--- src/rtl/uart_pkg.sv ---
// uart_pkg: shared types and constants for the UART transmitter slice.
// Holds the FSM state enum, default frame geometry and TxD line levels.
// Optional feature macro: UART_TX_PARITY_EN adds the PARITY state.
package uart_pkg;

    localparam int UART_DATA_W     = 8;
    localparam int UART_OVERSAMPLE = 16;

    localparam logic TXD_IDLE  = 1'b1;
    localparam logic TXD_START = 1'b0;
    localparam logic TXD_STOP  = 1'b1;

    typedef enum logic [2:0] {
        IDLE,
        START,
        DATA,
        STOP
`ifdef UART_TX_PARITY_EN
        , PARITY
`endif
    } tx_state_e;

    // Counter width that never collapses to zero bits.
    function automatic int clog2_min1(input int v);
        return (v > 1) ? $clog2(v) : 1;
    endfunction

endpackage

--- src/rtl/uart_transmitter_if.sv ---
// uart_transmitter_if: write port, oversample tick and serial output.
// master: drives Tx_DATA/Tx_WR/sample_ENABLE; slave: drives TxD/Tx_BUSY.
interface uart_transmitter_if
    import uart_pkg::*;
#(
    parameter int DATA_W = UART_DATA_W
) ();

    logic [DATA_W-1:0] Tx_DATA;
    logic              Tx_WR;
    logic              sample_ENABLE;
    logic              TxD;
    logic              Tx_BUSY;

    modport master (
        output Tx_DATA, Tx_WR, sample_ENABLE,
        input  TxD, Tx_BUSY
    );

    modport slave (
        input  Tx_DATA, Tx_WR, sample_ENABLE,
        output TxD, Tx_BUSY
    );

endinterface

--- src/rtl/uart_tx_counter.sv ---
// uart_tx_counter: oversample counter and data bit index.
// Ports: clr (accept), en (tick while busy), bit_adv; out bit_end, last_bit.
module uart_tx_counter
    import uart_pkg::*;
#(
    parameter int DATA_W     = UART_DATA_W,
    parameter int OVERSAMPLE = UART_OVERSAMPLE
) (
    input  logic clk,
    input  logic reset,
    input  logic clr,
    input  logic en,
    input  logic bit_adv,
    output logic bit_end,
    output logic last_bit
);

    localparam int CNT_W = clog2_min1(OVERSAMPLE);
    localparam int IDX_W = clog2_min1(DATA_W);
    localparam logic [CNT_W-1:0] OS_LAST  = CNT_W'(OVERSAMPLE - 1);
    localparam logic [IDX_W-1:0] IDX_LAST = IDX_W'(DATA_W - 1);

    logic [CNT_W-1:0] os_cnt_q, os_cnt_d;
    logic [IDX_W-1:0] bit_idx_q, bit_idx_d;

    assign bit_end  = en && (os_cnt_q == OS_LAST);
    assign last_bit = (bit_idx_q == IDX_LAST);

    always_comb begin
        os_cnt_d  = os_cnt_q;
        bit_idx_d = bit_idx_q;
        if (clr) begin
            os_cnt_d  = '0;
            bit_idx_d = '0;
        end else begin
            // Holds between ticks; wraps at the bit-period end.
            if (en) begin
                os_cnt_d = bit_end ? '0 : os_cnt_q + 1'b1;
            end
            if (bit_adv) begin
                bit_idx_d = last_bit ? '0 : bit_idx_q + 1'b1;
            end
        end
    end

    always_ff @(posedge clk or negedge reset) begin
        if (!reset) begin
            os_cnt_q  <= '0;
            bit_idx_q <= '0;
        end else begin
            os_cnt_q  <= os_cnt_d;
            bit_idx_q <= bit_idx_d;
        end
    end

endmodule

--- src/rtl/uart_transmitter.sv ---
// uart_transmitter: start, DATA_W bits LSB first, optional parity, stop.
// Ports: clk, reset (async, active-low), bus (slave). Macro UART_TX_PARITY_EN.
module uart_transmitter
    import uart_pkg::*;
#(
    parameter int DATA_W     = UART_DATA_W,
    parameter int OVERSAMPLE = UART_OVERSAMPLE
) (
    input  logic                clk,
    input  logic                reset,
    uart_transmitter_if.slave   bus
);

    tx_state_e         state_q, state_d;
    logic [DATA_W-1:0] shift_q, shift_d;
    logic              txd_q, txd_d;
    logic              busy;
    logic              accept;
    logic              bit_end;
    logic              last_bit;
    logic              bit_adv;

`ifdef UART_TX_PARITY_EN
    logic              parity_q, parity_d;
`endif

    assign busy        = (state_q != IDLE);
    assign accept      = bus.Tx_WR && !busy;
    assign bit_adv     = bit_end && (state_q == DATA);
    assign bus.Tx_BUSY = busy;
    assign bus.TxD     = txd_q;

    uart_tx_counter #(
        .DATA_W     (DATA_W),
        .OVERSAMPLE (OVERSAMPLE)
    ) u_cnt (
        .clk      (clk),
        .reset    (reset),
        .clr      (accept),
        .en       (bus.sample_ENABLE && busy),
        .bit_adv  (bit_adv),
        .bit_end  (bit_end),
        .last_bit (last_bit)
    );

    always_comb begin
        state_d = state_q;
        shift_d = shift_q;
`ifdef UART_TX_PARITY_EN
        parity_d = parity_q;
`endif
        unique case (state_q)
            IDLE: begin
                if (accept) begin
                    state_d = START;
                    shift_d = bus.Tx_DATA;
`ifdef UART_TX_PARITY_EN
                    parity_d = ^bus.Tx_DATA;
`endif
                end
            end
            START: if (bit_end) state_d = DATA;
            DATA: begin
                if (bit_end) begin
                    shift_d = shift_q >> 1;
                    if (last_bit) begin
`ifdef UART_TX_PARITY_EN
                        state_d = PARITY;
`else
                        state_d = STOP;
`endif
                    end
                end
            end
`ifdef UART_TX_PARITY_EN
            PARITY: if (bit_end) state_d = STOP;
`endif
            STOP: if (bit_end) state_d = IDLE;
            default: state_d = IDLE;
        endcase
    end

    // TxD is registered from the next state so it lines up with state_q.
    always_comb begin
        txd_d = TXD_IDLE;
        unique case (state_d)
            IDLE:   txd_d = TXD_IDLE;
            START:  txd_d = TXD_START;
            DATA:   txd_d = shift_d[0];
`ifdef UART_TX_PARITY_EN
            PARITY: txd_d = parity_d;
`endif
            STOP:   txd_d = TXD_STOP;
            default: txd_d = TXD_IDLE;
        endcase
    end

    always_ff @(posedge clk or negedge reset) begin
        if (!reset) begin
            state_q <= IDLE;
            shift_q <= '0;
            txd_q   <= TXD_IDLE;
`ifdef UART_TX_PARITY_EN
            parity_q <= 1'b0;
`endif
        end else begin
            state_q <= state_d;
            shift_q <= shift_d;
            txd_q   <= txd_d;
`ifdef UART_TX_PARITY_EN
            parity_q <= parity_d;
`endif
        end
    end

endmodule
--- src/flat_wrapper.sv ---
// flat-port wrapper written by rule: the top's interface ports become plain ports
module uart_transmitter_flat import uart_pkg::*;
#(
    parameter int DATA_W     = UART_DATA_W,
    parameter int OVERSAMPLE = UART_OVERSAMPLE
)
  (clk, reset, bus_Tx_DATA, bus_Tx_WR, bus_sample_ENABLE, bus_TxD, bus_Tx_BUSY);
  uart_transmitter_if #(.DATA_W(DATA_W)) bus_i ();
  input  logic clk;
  input  logic reset;
  input wire logic [$bits(bus_i.Tx_DATA)-1:0] bus_Tx_DATA;
  input wire logic [$bits(bus_i.Tx_WR)-1:0] bus_Tx_WR;
  input wire logic [$bits(bus_i.sample_ENABLE)-1:0] bus_sample_ENABLE;
  output wire logic [$bits(bus_i.TxD)-1:0] bus_TxD;
  output wire logic [$bits(bus_i.Tx_BUSY)-1:0] bus_Tx_BUSY;
  assign bus_i.Tx_DATA = bus_Tx_DATA;
  assign bus_i.Tx_WR = bus_Tx_WR;
  assign bus_i.sample_ENABLE = bus_sample_ENABLE;
  assign bus_TxD = bus_i.TxD;
  assign bus_Tx_BUSY = bus_i.Tx_BUSY;
  uart_transmitter #(.DATA_W(DATA_W), .OVERSAMPLE(OVERSAMPLE)) u_core (.clk(clk), .reset(reset), .bus(bus_i));
endmodule
--- config.mk ---
export PLATFORM = sky130hd
export DESIGN_NAME = uart_transmitter_flat
export DESIGN_NICKNAME = d
export VERILOG_FILES = /design/src/rtl/uart_pkg.sv /design/src/rtl/uart_transmitter_if.sv /design/src/rtl/uart_tx_counter.sv /design/src/rtl/uart_transmitter.sv /design/src/flat_wrapper.sv
export SDC_FILE = /design/constraint.sdc
export NUM_CORES = 1
export LEC_CHECK = 0
export CORE_ASPECT_RATIO = 0.5
export CORE_MARGIN = 2
export CORE_UTILIZATION = 35
export CTS_CLUSTER_SIZE = 8
export DETAILED_ROUTE_END_ITERATION = 8
export MAX_ROUTING_LAYER = met4
export PLACE_DENSITY = 0.56
export SLEW_MARGIN = 10
export SYNTH_ARGS = -nofsm -noshare
export SYNTH_HDL_FRONTEND = slang
export SYNTH_SLANG_ARGS = --single-unit
--- constraint.sdc ---
create_clock -name clk -period 2.3 [get_ports clk]
set_input_delay 0.46 -clock clk [delete_from_list [all_inputs] [get_ports clk]]
set_output_delay 0.46 -clock clk [all_outputs]
set_load 0.005 [all_outputs]
==> results.cfg <==
[global_route]
overflow = 0
antenna_found_initial = 0
grt_max_degree = 20
grt_pass1_vias = 701
grt_pass1_wl_mm = 3.28
grt_use_total = 0.137

[logic_synthesis]
ys_ff_latch = 19
postSynthAreaPerCell_um2 = 10.0
syn-instance-count = 98
synth_top_area_cell = dfrtp_1
yosysSeqAreaShare = 0.486
syn_nets = 113
yosysWarnings = 0
yosysTopAreaCellShare = 0.459
synth_area_leaders = dfrtp_1 46%, nand2_1 8.4%, a22oi_1 4.6%, ha_1 3.8%, dfstp_2 2.7%
syn_area_um2 = 981
synthDistinctLibCells = 35

[place]
dp.cells = 147
dp_hpwl_mm = 1.42
gp_congestion = 0.777
io_buffers = 13

[status]
status = complete, no violations

[clock_network]
cts_root_buf = clkbuf_8
cts_setup_buffers = 0
path_clk_slew_ns = 0.08
post_cts_resized = 0
htree_levels = 1
cts_buffer_depth = 2
cts_made_buffers = 3
clock-sinks = 19
hold_buffers = 0
tritoncts = built
insertion_delay_ns = 0.26

[die]
rows = 13
die_h_um = 41.4
core_area_um2 = 2640
ios = 14
start_util = 0.372
die_w_um = 78.9
die_area_um2 = 3270

[final_layout]
ff_latch_area_um2 = 477
nFillCells = 273
drive_above_1_share = 0.114
diodes = 0
multi_input_area_um2 = 467
layoutNonFillerInstCount = 151
nNetsFinal = 130
area_delta_synth_final_pct = 22.3

[power]
total_power_mw = 0.767
p_leak_nw = 0.541
cellPowerDensity_nw_per_um2 = 639
ir_drop_mv = 0.228

[sta]
post-route-period-util = 0.902
fin_setup_tns_ns = 0
skew_ns = 0.00787
period_minus_slack_ns = 2.07
rsz0062_at_grt = false
finalSetupViolations = 0
fmax_mhz = 482
whs_ns = 0.475
hold_viol_final = 0
final_max_slew_viol_count = 0

[job]
maxCapViolCount = 0

[detailed_routing]
drt_iter0_markers = 49
post_drt_wl_per_cell_um = 13.1
firstDrtPassIters = 5
num_vias = 768
drc = 0
routed_wl_mm = 1.98
via_per_inst = 5.09
drtAntennaViolNets = 0

[worst_setup_path]
crit_path_start_kind = register
cp_max_fo = 11
cp.arrival_ns = 1.61
end_kind = output pin
crit_required_ns = 1.84
crit_type = reg2out
cp-startpoint = u_core.state_q[1]
timing.rr.start = u_core.u_cnt.os_cnt_q[0]

[hold_path]
worstHoldPathType = reg2reg
min_from = u_core.shift_q[1]
cells by family after synthesis:
family	after synthesis	synth area share
flip-flops	19	0.486
buffers and inverters	6	0.0383
adder cells (fa/ha/maj)	3	0.0383
other	1	0.00382
AND/OR/NAND/NOR	41	0.219
AO/OA/AOI/OAI	28	0.214
layout by cell type, fill, tap and decap left out, types with 2 or more instances in the layout:
cell type	count
clkdlybuf4s50_1	13
a22oi_1	6
a21oi_1	5
nor2_1	3
nand2_1	22
o21ai_0	5
nand3b_1	2
nand3_1	2
clkbuf_8	3
a22o_1	2
a21o_1	2
ha_1	3
and3_1	2
buf_4	4
dfrtp_1	18
nor3_1	2
layout make-up:
cell class,count,area share
multi-input cells,73,0.389
inverters,1,0.00313
flip-flops and latches,19,0.397
repair buffers,17,0.133
clock buffers,3,0.0344
well taps,37,0.0386
clock inverters,1,0.00417
cell usage after synthesis (all sizes together):
| cell | instances |
|---|---|
| a211o | 1 |
| a211oi | 1 |
| a21o | 2 |
| a21oi | 5 |
| a221oi | 1 |
| a22o | 2 |
| a22oi | 6 |
| a31oi | 2 |
| and2 | 1 |
| and3 | 2 |
| and4 | 1 |
| buf | 5 |
| conb | 1 |
| dfrtp | 18 |
| dfstp | 1 |
| ha | 3 |
| inv | 1 |
| nand2 | 22 |
| nand2b | 1 |
| nand3 | 2 |
| nand3b | 2 |
| nand4 | 1 |
| nor2 | 4 |
| nor3 | 2 |
| nor4b | 1 |
| nor4bb | 1 |
| o21ai | 5 |
| o21bai | 1 |
| o31a | 1 |
| o31ai | 1 |
| or3 | 1 |
power by group:
part           switching (mW)  leakage (nW)  internal, mW
Clock                   0.115        0.0255         0.121
Sequential             0.0363         0.242         0.376
Combinational          0.0549         0.273        0.0636
Total                   0.206         0.541         0.560
through the flow:
step	setup slack, ns	util	instance area (µm²)
4_1_cts	0.227	0.455	1200
5_1_grt	0.134	0.455	1200
2_1_floorplan	0.662	-	981
3_3_place_gp	0.231	0.438	1150
3_5_place_dp	0.195	0.438	1150
6_report	0.225	0.455	1200
metal layers:
metal  vias to the layer above  share of wire  wire (µm)  global-route usage
met5                         -              0          0                   -
met4                         0         0.0061         12              0.0517
met3                         2          0.049         97              0.0478
met2                        14           0.44        872               0.190
met1                       366           0.50        992               0.186
li1                        386              -          -                   -
critical path: stages (launching register included):
cell             delay, ns
dfrtp_1               0.61
inv_1                 0.16
nand2_1               0.09
clkdlybuf4s50_1       0.49
worst paths after layout:
| path | endpoint | slack (ns) | depth (start not counted) |
|---|---|---|---|
| max in group asynchronous | u_core.bus.TxD | 1.50 | 2 |
| worst min-delay path | u_core.shift_q[1] | 0.47 | 2 |
| worst max-delay path | bus_Tx_BUSY | 0.23 | 3 |
| worst min register to register | u_core.shift_q[1] | 0.47 | 2 |
| worst max register to register | u_core.u_cnt.bit_idx_q[1] | 0.51 | 5 |
| min in group asynchronous | u_core.shift_q[4] | 0.53 | 2 |
state kept, by name, summed over array words and instances, names as in the netlist:
register	count
u_core.bus.TxD	1
u_core.state_q	3
u_core.shift_q	8
u_core.u_cnt.os_cnt_q	4
u_core.u_cnt.bit_idx_q	3
No activity file was read; power rests on OpenSTA's default activity.
